==> config.mk <==
export PLATFORM = sky130hd
export DESIGN_NAME = commit_stage
export DESIGN_NICKNAME = d
export VERILOG_FILES = /design/src/rtl/cpu_pkg.sv /design/src/rtl/commit_status_reg.sv /design/src/rtl/commit_stage.sv
export SDC_FILE = /design/constraint.sdc
export NUM_CORES = 1
export LEC_CHECK = 0
export CAP_MARGIN = 5
export CORE_ASPECT_RATIO = 0.5
export CORE_MARGIN = 10
export CORE_UTILIZATION = 43
export CTS_CLUSTER_DIAMETER = 200
export CTS_CLUSTER_SIZE = 40
export DETAILED_ROUTE_END_ITERATION = 10
export GPL_ROUTABILITY_DRIVEN = 0
export MAX_ROUTING_LAYER = met4
export PLACE_DENSITY_LB_ADDON = 0.1
export SYNTH_ARGS = -nofsm -noshare
export SYNTH_HDL_FRONTEND = slang
export SYNTH_SLANG_ARGS = --single-unit
==> constraint.sdc <==
create_clock -name clk -period 2.5 [get_ports clk]
set_clock_uncertainty 0.05 [all_clocks]
set_input_delay 0.625 -clock clk [delete_from_list [all_inputs] [get_ports clk]]
set_output_delay 0.625 -clock clk [all_outputs]
set_load 0.02 [all_outputs]
==> src/rtl/cpu_pkg.sv <==
// Shared CPU definitions: opcodes, status bit positions, commit FSM encoding.
// The SQUASH state exists only when BRANCH_SQUASH_EN is defined.
package cpu_pkg;

  localparam logic [4:0] OP_LD  = 5'h01;
  localparam logic [4:0] OP_ST  = 5'h02;
  localparam logic [4:0] OP_ADD = 5'h03;
  localparam logic [4:0] OP_SUB = 5'h04;
  localparam logic [4:0] OP_AND = 5'h05;
  localparam logic [4:0] OP_OR  = 5'h06;
  localparam logic [4:0] OP_XOR = 5'h07;
  localparam logic [4:0] OP_NOT = 5'h08;
  localparam logic [4:0] OP_SL  = 5'h09;
  localparam logic [4:0] OP_SR  = 5'h0A;
  localparam logic [4:0] OP_BZ  = 5'h10;
  localparam logic [4:0] OP_BNZ = 5'h11;
  localparam logic [4:0] OP_BRA = 5'h12;

  localparam int unsigned ST_Z     = 0;
  localparam int unsigned ST_N     = 1;
  localparam int unsigned ST_C     = 2;
  localparam int unsigned ST_V     = 3;
  localparam int unsigned ST_S     = 4;
  localparam int unsigned ST_H     = 5;
  localparam int unsigned STATUS_W = 6;

`ifdef BRANCH_SQUASH_EN
  typedef enum logic [1:0] {
    RUN     = 2'd0,
    WB_WAIT = 2'd1,
    SQUASH  = 2'd2
  } commit_state_e;
`else
  typedef enum logic [1:0] {
    RUN     = 2'd0,
    WB_WAIT = 2'd1
  } commit_state_e;
`endif

  function automatic logic op_sets_flags(input logic [4:0] op);
    return (op >= OP_ADD) && (op <= OP_SR);
  endfunction

  function automatic logic op_writes_back(input logic [4:0] op);
    return (op == OP_LD) || op_sets_flags(op);
  endfunction

endpackage

==> src/rtl/commit_status_reg.sv <==
// Status flag register: captures ALU flags for flag-setting ops, derives S = N ^ V.
module commit_status_reg
  import cpu_pkg::*;
(
  input  logic                clk,
  input  logic                rst_n,
  input  logic                commit,
  input  logic [4:0]          op,
  input  logic                alu_z,
  input  logic                alu_n,
  input  logic                alu_c,
  input  logic                alu_v,
  input  logic                alu_h,
  output logic [STATUS_W-1:0] status
);

  // {h, v, c, n, z}
  logic [4:0] flags_q;
  logic       upd;

  assign upd = commit && op_sets_flags(op);

  always_ff @(posedge clk or negedge rst_n) begin
    if (!rst_n) begin
      flags_q <= '0;
    end else if (upd) begin
      flags_q <= {alu_h, alu_v, alu_c, alu_n, alu_z};
    end
  end

  always_comb begin
    status       = '0;
    status[ST_Z] = flags_q[0];
    status[ST_N] = flags_q[1];
    status[ST_C] = flags_q[2];
    status[ST_V] = flags_q[3];
    status[ST_S] = flags_q[1] ^ flags_q[3];
    status[ST_H] = flags_q[4];
  end

endmodule

==> src/rtl/commit_stage.sv <==
// Commit stage: status feedback, one-entry writeback register and program counter.
// Define BRANCH_SQUASH_EN to discard the op accepted right after a taken branch.
module commit_stage
  import cpu_pkg::*;
#(
  parameter int unsigned     PC_W     = 16,
  parameter int unsigned     RADDR_W  = 4,
  parameter logic [PC_W-1:0] RESET_PC = '0
) (
  input  logic                clk,
  input  logic                rst_n,
  input  logic                in_valid,
  output logic                in_ready,
  input  logic [4:0]          op,
  input  logic [31:0]         alu_out,
  input  logic                alu_z,
  input  logic                alu_n,
  input  logic                alu_c,
  input  logic                alu_v,
  input  logic                alu_h,
  input  logic                alu_branch,
  input  logic [RADDR_W-1:0]  rd_addr,
  output logic                wb_valid,
  input  logic                wb_ready,
  output logic [RADDR_W-1:0]  wb_addr,
  output logic [31:0]         wb_data,
  output logic [STATUS_W-1:0] status,
  output logic [PC_W-1:0]     pc,
  output logic                pc_redirect
);

  localparam logic [PC_W-1:0] PC_ONE = PC_W'(1);

  commit_state_e state_q, state_d;
  logic          accept;
  logic          commit;

  assign accept = in_valid && in_ready;

  // An accepted op only takes effect outside the post-branch squash slot.
  always_comb begin
    in_ready = (state_q != WB_WAIT) && (!wb_valid || wb_ready);
    commit   = accept;
`ifdef BRANCH_SQUASH_EN
    if (state_q == SQUASH) begin
      in_ready = 1'b1;
      commit   = 1'b0;
    end
`endif
  end

  always_comb begin
    state_d = state_q;
    case (state_q)
      RUN: begin
        if (wb_valid && !wb_ready) state_d = WB_WAIT;
`ifdef BRANCH_SQUASH_EN
        if (commit && alu_branch) state_d = SQUASH;
`endif
      end
      WB_WAIT: if (wb_ready) state_d = RUN;
      default: state_d = RUN;
    endcase
  end

  always_ff @(posedge clk or negedge rst_n) begin
    if (!rst_n) begin
      state_q <= RUN;
    end else begin
      state_q <= state_d;
    end
  end

  always_ff @(posedge clk or negedge rst_n) begin
    if (!rst_n) begin
      pc          <= RESET_PC;
      pc_redirect <= 1'b0;
    end else begin
      pc_redirect <= commit && alu_branch;
      if (commit) begin
        pc <= alu_branch ? alu_out[PC_W-1:0] : pc + PC_ONE;
      end
    end
  end

  // A new writeback op reloads the entry in the same cycle the old one drains.
  always_ff @(posedge clk or negedge rst_n) begin
    if (!rst_n) begin
      wb_valid <= 1'b0;
      wb_addr  <= '0;
      wb_data  <= '0;
    end else if (commit && op_writes_back(op)) begin
      wb_valid <= 1'b1;
      wb_addr  <= rd_addr;
      wb_data  <= alu_out;
    end else if (wb_valid && wb_ready) begin
      wb_valid <= 1'b0;
    end
  end

  commit_status_reg u_status (
    .clk    (clk),
    .rst_n  (rst_n),
    .commit (commit),
    .op     (op),
    .alu_z  (alu_z),
    .alu_n  (alu_n),
    .alu_c  (alu_c),
    .alu_v  (alu_v),
    .alu_h  (alu_h),
    .status (status)
  );

endmodule
==> results of run 1 <==
critical path, stage by stage:
cell and delay, ns:
clkdlybuf4s50_1 0.47, nand2b_2 0.13, nor2b_1 0.12, dlygate4sd2_1 0.35
worst max path at each step:
stage / cells past startpoint / end / start / slack (ns)
6_report: 4 / in_ready / wb_ready / 0.12
4_1_cts: 4 / in_ready / wb_ready / 0.11
3_5_place_dp: 4 / in_ready / wb_ready / -0.17
5_1_grt: 4 / in_ready / wb_ready / 0.10
2_1_floorplan: 6 / wb_data[10]$_DFFE_PN0P_ / in_valid / 0.39
3_3_place_gp: 4 / in_ready / wb_ready / -0.13
registers in the layout, indices dropped and copies added (netlist names):
signal,cells
wb_addr,4
pc_redirect,1
u_status.flags_q,5
wb_valid,1
pc,16
wb_data,32
state_q,1
layout make-up:
type | count | area (um2) | share of cell area
inverter | 4 | 15.01 | 0.003465
sequential | 60 | 1501 | 0.3465
clock buffer | 10 | 229.0 | 0.05284
timing repair buffer | 120 | 1197 | 0.2764
multi-input combinational | 151 | 1225 | 0.2827
clock inverter | 6 | 55.05 | 0.01271
tap | 88 | 110.1 | 0.02541
placed cells by master (no fill, tap or decap), drive strengths merged, types with 2 or more instances in the layout:
master,instances
nor2b,3
mux2,42
a31oi,2
dfrtp,60
clkinv,5
o21ai,11
mux2i,2
nand4,4
buf,10
inv,4
and4,2
nor3,4
nor2,12
xor2,2
nor4,6
a2bb2oi,2
clkbuf,10
o2bb2ai,4
clkdlybuf4s50,109
a21oi,15
o41ai,2
nand2,12
nand3,10
o22ai,4
layer usage:
metal | GRT usage | share of wire | up-vias
li1 | - | - | 1070
met1 | 0.1927 | 0.48 | 1089
met5 | - | 0 | -
met4 | 0.05076 | 0.0089 | 0
met2 | 0.2262 | 0.45 | 82
met3 | 0.05462 | 0.061 | 8
stage by stage:
step	setup TNS (ns)	area [um2]	setup WS [ns]	std cells	utilization
6_report	0	4333	0.1193	439	0.6982
5_1_grt	0	4333	0.1035	439	0.6982
4_1_cts	0	4333	0.1124	439	0.6982
3_5_place_dp	-2.330	4050	-0.1650	423	0.6526
3_3_place_gp	-1.549	4050	-0.1331	423	0.6526
2_1_floorplan	0	2820	0.3922	228	-
synth_stat cells (all sizes together) (3+ instances only):
cell / number / area (um2)
o21ai: 11 / 55.05
nor2: 12 / 45.04
nand3: 10 / 50.05
nand2: 12 / 45.04
nor3: 4 / 20.02
dfrtp: 60 / 1501
o22ai: 4 / 25.02
nand4: 4 / 25.02
inv: 4 / 15.01
nor4: 6 / 37.54
mux2: 42 / 581.8
buf: 4 / 45.04
a21oi: 15 / 75.07
nor2b: 3 / 26.27
o2bb2ai: 4 / 35.03
clkbuf: 9 / 33.78
power groups by stage:
stage / Combinational (mW) / Sequential [mW] / Clock, mW
2_1_floorplan: 0.479 / 1.76 / 0
3_3_place_gp: 1.56 / 1.45 / 0
3_5_place_dp: 1.58 / 1.47 / 0
4_1_cts: 1.59 / 1.46 / 1.20
5_1_grt: 1.66 / 1.50 / 1.26
6_report: 1.56 / 1.46 / 1.17
cell families (layout without fill, tap and decap cells):
group	Yosys count	count (layout)	synth area share
AO/OA/AOI/OAI	45	45	0.09849
XOR/XNOR	2	2	0.006212
adder cells (fa/ha/maj)	1	1	0.004436
buffers and inverters	17	140	0.03327
flip-flops	60	60	0.5324
multiplexers	44	44	0.2134
AND/OR/NAND/NOR	59	59	0.1118
==> metrics, run 1 <==
CTS tree=yes; Vias/cell=5.123; Power Dens Cells=967.0 nW/um2; DR WL/cell=17.37 um; clk_lat worst skew=0.32 ns; Chip Width=134.5 um; syn_nets=280; share of cells above drive strength 1=0.1994; r2r setup slk=0.63 ns; R2R Path End=wb_data[16]$_DFFE_PN0P_; Port Buf Inserts=111; setup violators final=0; synthesized area=2820 um2; fmax=0.4200 GHz; Req. time, crit path=1.82 ns; maximum buffer depth of the clock tree=2; vias=2249; Detailed Place HPWL=5.782 mm; largest net degree at the start of global routing=34; antenna violations before repair=0; combinational share of power=0.372; top_reg_cell synth=dfrtp_1; RSZ-0062 raised after global routing=no; Reg power frac=0.348; Post-CTS Setup Bufs=0; Post-synth EDFFs=0; post-synthesis area per instance=12.37 um2; Slew Viols, Final=0; hold_buf cts=0; CTS sink cnt=60; clock share of power=0.280; fin crit share=0.9523; # resized after CTS=1; total power=4.190 mW; Max IR drop VDD=0.5454 mV; critical path endpoint category=primary output; worst hold margin=0.2757 ns; status=finished clean; R2R depth=5; Die Ht=77.27 um; DR pass1 iterations=4; startpoint types=input pin; Layout area overhead=53.64%; Worst Path Max Fanout=3; Leak=1.879 nW; nets=398; # Max-Cap Violations=0; net switching power=1.337 mW; Mapped Cells=228; flops & latches, synth=60; Clock transition at path regs=0.05 ns; I/O pin cnt=112; Yosys warning count=0; Post-Route WL=7.627 mm; Max H-tree Level=3; number of DRC markers in iteration 0=164; Slew HR=0.5695; antenna-violating nets left=0; synth unique cells=36; number of remaining DRC errors=0; core area=6206 um2; vias in the first global route=2431; GRT Residual Overflow=0; switching share of total power=0.3191; first-pass GRT wire length=12.46 mm; row count=20; critical setup path kind=input pin to primary output; clock root buffer master=clkbuf_16; CTS buffer count=9; Slew @ Worst Pin=0.6457 ns; die area=10390 um2; Worst R2R Start=state_q[0]$_DFFE_PN0P_; P_int=2.853 mW; Initial Utilization=0.4544; fillers=483; GR Util All Layers=0.1539; ys async rst share=1.000; critical path arrival=1.71 ns; worst hold-check path type=input pin to asynchronous set/reset pin; ANT cells=0; Final Hold Viols=0; crit path time final=2.381 ns; Seq/Total Area, Yosys=0.5324
Note: power is estimated with default switching activity, not from simulation.
==> inputs of run 2 (changes only) <==
==> constraint.sdc (replaced) <==
create_clock -name clk -period 2.4 [get_ports clk]
set_clock_uncertainty 0.05 [all_clocks]
set_input_delay 0.6 -clock clk [delete_from_list [all_inputs] [get_ports clk]]
set_output_delay 0.6 -clock clk [all_outputs]
set_load 0.02 [all_outputs]
==> run 2 against run 1 <==
Hold slack worse by 0.13 ns; critical path depth unchanged; register-to-register slack worse by 0.10 ns; cell area up 1.4%; non-clock buffer count up 1; sequential share of layout area down 0.49 points; total power up 11%; first-iteration DRC count down 51%; cell count up 0.23%; critical endpoint unchanged.
==> metrics, run 2 (same netlist as run 1, synthesis figures left out) <==
slack of the critical path=0.07705 ns (was 0.1193 ns); I/O pin cnt=112 (unchanged); Post-Route WL=7.662 mm (was 7.627 mm); Initial Utilization=0.4544 (unchanged); startpoint types=input pin (unchanged); Max H-tree Level=3 (unchanged); fin crit share=0.9679; Vias/cell=5.125 (was 5.123); share of cells above drive strength 1=0.2017 (was 0.1994); total power=4.634 mW (was 4.190 mW); Layout area overhead=55.86% (was 53.64%); vias=2255 (was 2249); Reg power frac=0.328 (was 0.348); wire length on met2=3.554 mm (was 3.451 mm); Die Ht=77.27 um (unchanged); worst hold margin=0.1474 ns (was 0.2757 ns); Max stage delay cell, worst path=clkdlybuf4s50_1 (unchanged); critical path arrival=1.67 ns (was 1.71 ns); setup violators final=0 (unchanged); critical path endpoint category=primary output (unchanged); fillers=505 (was 483); Req. time, crit path=1.75 ns (was 1.82 ns); Critical Path, Cell by Cell=clkdlybuf4s50_1, nand2b_2, nor2b_1, dlygate4sd2_1 (unchanged); Final Hold Viols=0 (unchanged); Max IR drop VDD=0.6419 mV (was 0.5454 mV); Worst Path Max Fanout=3 (unchanged); GR Util All Layers=0.1548 (was 0.1539); M1 WL=3.569 mm (was 3.642 mm); critical setup path kind=input pin to primary output (unchanged); setup TNS=0 ns (unchanged); P_int=3.246 mW (was 2.853 mW); antenna violations before repair=0 (unchanged); Worst path max stage delay=0.47 ns (about the same); Slew HR=0.6792 (was 0.5695); switching share of total power=0.2994 (was 0.3191); first-pass GRT wire length=12.48 mm (was 12.46 mm); number of remaining DRC errors=0 (unchanged); row count=20 (unchanged); Clock transition at path regs=0.05 ns (about the same); DR WL/cell=17.41 um (was 17.37 um); crit-path leading delay family=buffers and inverters (unchanged); Largest register FFs=32 (unchanged); status=finished clean (unchanged); number of DRC markers in iteration 0=80 (was 164); maximum buffer depth of the clock tree=2 (unchanged); RSZ-0062 raised after global routing=no (unchanged); commonest non-fill, non-tap cell in the layout=clkdlybuf4s50_1 (unchanged); vias in the first global route=2463 (was 2431); Leak=1.906 nW (was 1.879 nW); combinational share of power=0.350 (was 0.372); pre-CTS WS=-0.2057 ns (was -0.1650 ns); clock root buffer master=clkbuf_16 (unchanged); commonest non-fill, non-tap cells in the layout=clkdlybuf4s50_1, dfrtp_1, mux2_4 (unchanged); clock share of power=0.322 (was 0.280); DR pass1 iterations=4 (unchanged); Chip Width=134.5 um (unchanged); die area=10390 um2 (unchanged); CTS buffer count=9 (unchanged); Buf/Inv on CP=2 (unchanged); metal3 WL=447 um (was 465 um); critical path depth=4 (unchanged); DR top layer=met4 (unchanged); ANT cells=0 (unchanged); fmax=0.4305 GHz; GRT Residual Overflow=0 (unchanged); Power Dens Cells=1054 nW/um2 (was 967.0 nW/um2); R2R depth=5 (unchanged); CTS tree=yes (unchanged); nets=399 (was 398); net switching power=1.387 mW (was 1.337 mW); clk_lat worst skew=0.32 ns (about the same); Slew @ Worst Pin=0.4812 ns (was 0.6457 ns); largest net degree at the start of global routing=29 (was 34); most flop-heavy register=wb_data (unchanged); core area=6206 um2 (unchanged); antenna-violating nets left=0 (unchanged); Slew Viols, Final=0 (unchanged); # Max-Cap Violations=0 (unchanged); Finished Core Util=0.7083 (was 0.6982); largest registers=wb_data (32), pc (16), u_status.flags_q (5) (unchanged); CTS sink cnt=60 (unchanged); Detailed Place HPWL=5.888 mm (was 5.782 mm); crit path time final=2.323 ns; worst hold-check path type=input pin to asynchronous set/reset pin (unchanged); Port Buf Inserts=111 (unchanged)
[run 2: per-layer routing]
layer / up-vias / track usage
met5: - / -
met4: 0 / 0.05184
met3: 7 / 0.04746
met2: 100 / 0.2405
met1: 1069 / 0.1879
li1: 1079 / -
[run 2: layout make-up]
type,instances,area (um2),share of cell area
inverters,4,15.01,0.003416
well taps,88,110.1,0.02505
repair buffers,121,1192,0.2713
clock inverters,4,95.09,0.02163
flip-flops and latches,60,1501,0.3416
clock buffers,12,256.5,0.05835
multi-input cells,151,1225,0.2787
[run 2: stage by stage]
step	instance area (um2)	cells
finish	4395	440
detailed placement	4045	424
CTS	4395	440
global placement	4045	424
global route	4395	440
floorplan	2820	228
[run 2: power by group through the flow]
stage | clock network, mW | registers (mW) | logic [mW]
finish | 1.49 | 1.52 | 1.62
global route | 1.58 | 1.56 | 1.72
CTS | 1.53 | 1.52 | 1.65
detailed placement | 0 | 1.53 | 1.65
global placement | 0 | 1.51 | 1.62
floorplan | 0 | 1.83 | 0.499
[run 2: path summary, 6_finish.rpt]
kind	from	endpoint	slack [ns]
min in group clk	wb_addr[3]$_DFFE_PN0P_	wb_addr[3]$_DFFE_PN0P_	0.45
max in group asynchronous	rst_n	pc[6]$_DFFE_PN0P_	1.44
hold reg to reg	wb_addr[3]$_DFFE_PN0P_	wb_addr[3]$_DFFE_PN0P_	0.45
setup / recovery	wb_ready	in_ready	0.08
hold / removal	rst_n	wb_data[15]$_DFFE_PN0P_	0.15
setup reg to reg	state_q[0]$_DFFE_PN0P_	wb_data[24]$_DFFE_PN0P_	0.53
[run 2: worst reg2reg max path, cell delays in order, from the launching register on]
cell     delay, ns
dfrtp_1       0.41
nor2b_4       0.13
nand2_1       0.09
or4_4         0.54
buf_12        0.20
mux2_4        0.34
[run 2: repair_timing]
| item | 4_1_cts | 5_1_grt |
|---|---|---|
| resized for setup | 1 | 0 |
| endpoints found under the setup margin | 1 | 0 |
| buffers inserted | 0 | 0 |
| hold buffers | 0 | 0 |
==> inputs of run 3 (changes only) <==
--- a/config.mk
+++ b/config.mk
@@ -14,7 +14,7 @@
 export DETAILED_ROUTE_END_ITERATION = 10
 export GPL_ROUTABILITY_DRIVEN = 0
 export MAX_ROUTING_LAYER = met4
-export PLACE_DENSITY_LB_ADDON = 0.1
+export PLACE_DENSITY_LB_ADDON = 0.12
 export SYNTH_ARGS = -nofsm -noshare
 export SYNTH_HDL_FRONTEND = slang
 export SYNTH_SLANG_ARGS = --single-unit
==> run 3 against run 2 <==
Die area is the same; register-to-register slack lost 0.03 ns; first-iteration DRC count grew 110%; setup slack lost 0.014 ns; cell area shrank 1.0%; non-clock buffer count shrank 1; hold slack gained 0.085 ns; fmax shrank 0.61%; sequential power is essentially flat.
==> metrics, run 3 (same netlist as run 1, synthesis figures left out) <==
status=finished clean (unchanged); Max H-tree Level=3 (unchanged); Slew Viols, Final=0 (unchanged); nets=398 (was 399); Max IR drop VDD=0.5311 mV (was 0.6419 mV); I/O pin cnt=112 (unchanged); Setup crit end=in_ready (unchanged); Die Ht=77.27 um (unchanged); RSZ-0062 raised after global routing=no (unchanged); first-pass GRT wire length=13.06 mm (was 12.48 mm); Worst R2R Start=state_q[0]$_DFFE_PN0P_ (unchanged); Post-Route WL=7.978 mm (was 7.662 mm); Initial Utilization=0.4544 (unchanged); largest registers=wb_data (32), pc (16), u_status.flags_q (5) (unchanged); commonest non-fill, non-tap cells in the layout=clkdlybuf4s50_1, dfrtp_1, mux2_4 (unchanged); ANT cells=0 (unchanged); post-route cell area=4350 um2 (was 4395 um2); clk_lat worst skew=0.32 ns (about the same); number of remaining DRC errors=0 (unchanged); CTS buffer count=9 (unchanged); Slew HR=0.6873 (was 0.6792); Leak=1.884 nW (was 1.906 nW); Port Buf Inserts=111 (unchanged); crit path time final=2.337 ns (was 2.323 ns); register area=1501 um2 (unchanged); critical path arrival=1.69 ns (was 1.67 ns); largest net degree at the start of global routing=61 (was 29); DR pass1 iterations=4 (unchanged); Clock transition at path regs=0.05 ns (about the same); Largest register FFs=32 (unchanged); Worst path max stage delay=0.47 ns (about the same); Worst Path Max Fanout=3 (unchanged); # Max-Cap Violations=0 (unchanged); share of cells above drive strength 1=0.1971 (was 0.2017); row count=20 (unchanged); startpoint types=input pin (unchanged); Layout area overhead=54.26% (was 55.86%); fillers=478 (was 505); Vias/cell=5.212 (was 5.125); setup violators final=0 (unchanged); Slew @ Worst Pin=0.4690 ns (was 0.4812 ns); fin cells=438 (was 440); die area=10390 um2 (unchanged); fin crit share=0.9739 (was 0.9679); core area=6206 um2 (unchanged); vias=2283 (was 2255); area occupied by multi-input gates=1225 um2 (unchanged); Finished Core Util=0.7010 (was 0.7083); Critical Path Source=wb_ready (unchanged); CTS tree=yes (unchanged); Chip Width=134.5 um (unchanged); placed insts=423 (was 424); GR Util All Layers=0.1620 (was 0.1548); GRT Residual Overflow=0 (unchanged); Detailed Place HPWL=6.047 mm (was 5.888 mm); CTS sink cnt=60 (unchanged); Final Hold Viols=0 (unchanged); DR WL/cell=18.21 um (was 17.41 um); most flop-heavy register=wb_data (unchanged); hold_buf cts=0 (unchanged); antenna violations before repair=0 (unchanged); Post-Place Cell Area=4063 um2 (was 4045 um2); critical setup path kind=input pin to primary output (unchanged); critical path endpoint category=primary output (unchanged); Req. time, crit path=1.75 ns (about the same); R2R depth=5 (unchanged); Power Dens Cells=1006 nW/um2 (was 1054 nW/um2); vias in the first global route=2473 (was 2463); Post-CTS Setup Bufs=0 (unchanged); fmax=0.4278 GHz (was 0.4305 GHz); Critical Path, Cell by Cell=clkdlybuf4s50_1, nand2b_2, nor2b_1, dlygate4sd2_1 (unchanged); antenna-violating nets left=0 (unchanged); Max stage delay cell, worst path=clkdlybuf4s50_1 (unchanged); number of DRC markers in iteration 0=165 (was 80); worst hold-check path type=input pin to asynchronous set/reset pin (unchanged); clock root buffer master=clkbuf_16 (unchanged); r2r setup slk=0.50 ns (was 0.53 ns); R2R Path End=wb_data[16]$_DFFE_PN0P_ (was wb_data[24]$_DFFE_PN0P_); commonest non-fill, non-tap cell in the layout=clkdlybuf4s50_1 (unchanged); maximum buffer depth of the clock tree=2 (unchanged)
## run 3: cell types whose count changed in the layout (fill, tap and decap cells not counted), sizes merged
cell and delta:
buf -1, bufinv -3, clkbuf +2
## run 3: area by class of cell
cell class,count,share of cell area
clock inverters,1,0.001150
well taps,88,0.02531
clock buffers,14,0.06529
multi-input cells,151,0.2816
inverters,4,0.003451
flip-flops and latches,60,0.3451
repair buffers,120,0.2781
## run 3: stage by stage
step,hold slack [ns],setup TNS [ns],worst slack (ns),power (mW)
after CTS,0.2412,0,0.04821,4.421
after detailed placement,0.4449,-5.058,-0.2390,3.191
after global placement,0.4371,-4.021,-0.1865,3.142
after global routing,0.2611,0,0.01129,4.595
after floorplan,0.2544,0,0.3172,2.334
final,0.2326,0,0.06272,4.375
## run 3: per-layer routing
layer	routed length (um)	part of all wire	vias to the layer above	GRT usage
met4	67	0.0084	0	0.03564
met5	0	0	-	-
li1	-	-	1076	-
met3	610	0.076	9	0.07087
met1	3498	0.44	1103	0.1887
met2	3802	0.48	95	0.2542
## run 3: report_power, final
part           internal [mW]  total [mW]  switching (mW)
Combinational          0.893        1.63           0.736
Clock                  0.802        1.22           0.413
Sequential              1.29        1.53           0.241
Total                   2.99        4.38            1.39
## run 3: how the worst min path moves through the flow
stage	from	endpoint	slack, ns	cells after the start
3_5_place_dp	wb_data[3]$_DFFE_PN0P_	wb_data[3]$_DFFE_PN0P_	0.44	1
3_3_place_gp	wb_data[2]$_DFFE_PN0P_	wb_data[2]$_DFFE_PN0P_	0.44	1
6_report	rst_n	u_status.flags_q[4]$_DFFE_PN0P_	0.23	2
5_1_grt	rst_n	wb_data[0]$_DFFE_PN0P_	0.26	2
4_1_cts	rst_n	wb_data[0]$_DFFE_PN0P_	0.24	2
2_1_floorplan	rst_n	pc[0]$_DFFE_PN0P_	0.25	0
## run 3: timing repair
item	4_1_cts	5_1_grt
resized for setup	1	0
setup endpoints to repair	1	0
endpoints found under the hold margin	0	0
## run 3: critical path: cells and delay by family
| family | cells | cell delay (ns) |
|---|---|---|
| buf+inv | 2 | 0.83 |
| simple gates | 2 | 0.26 |
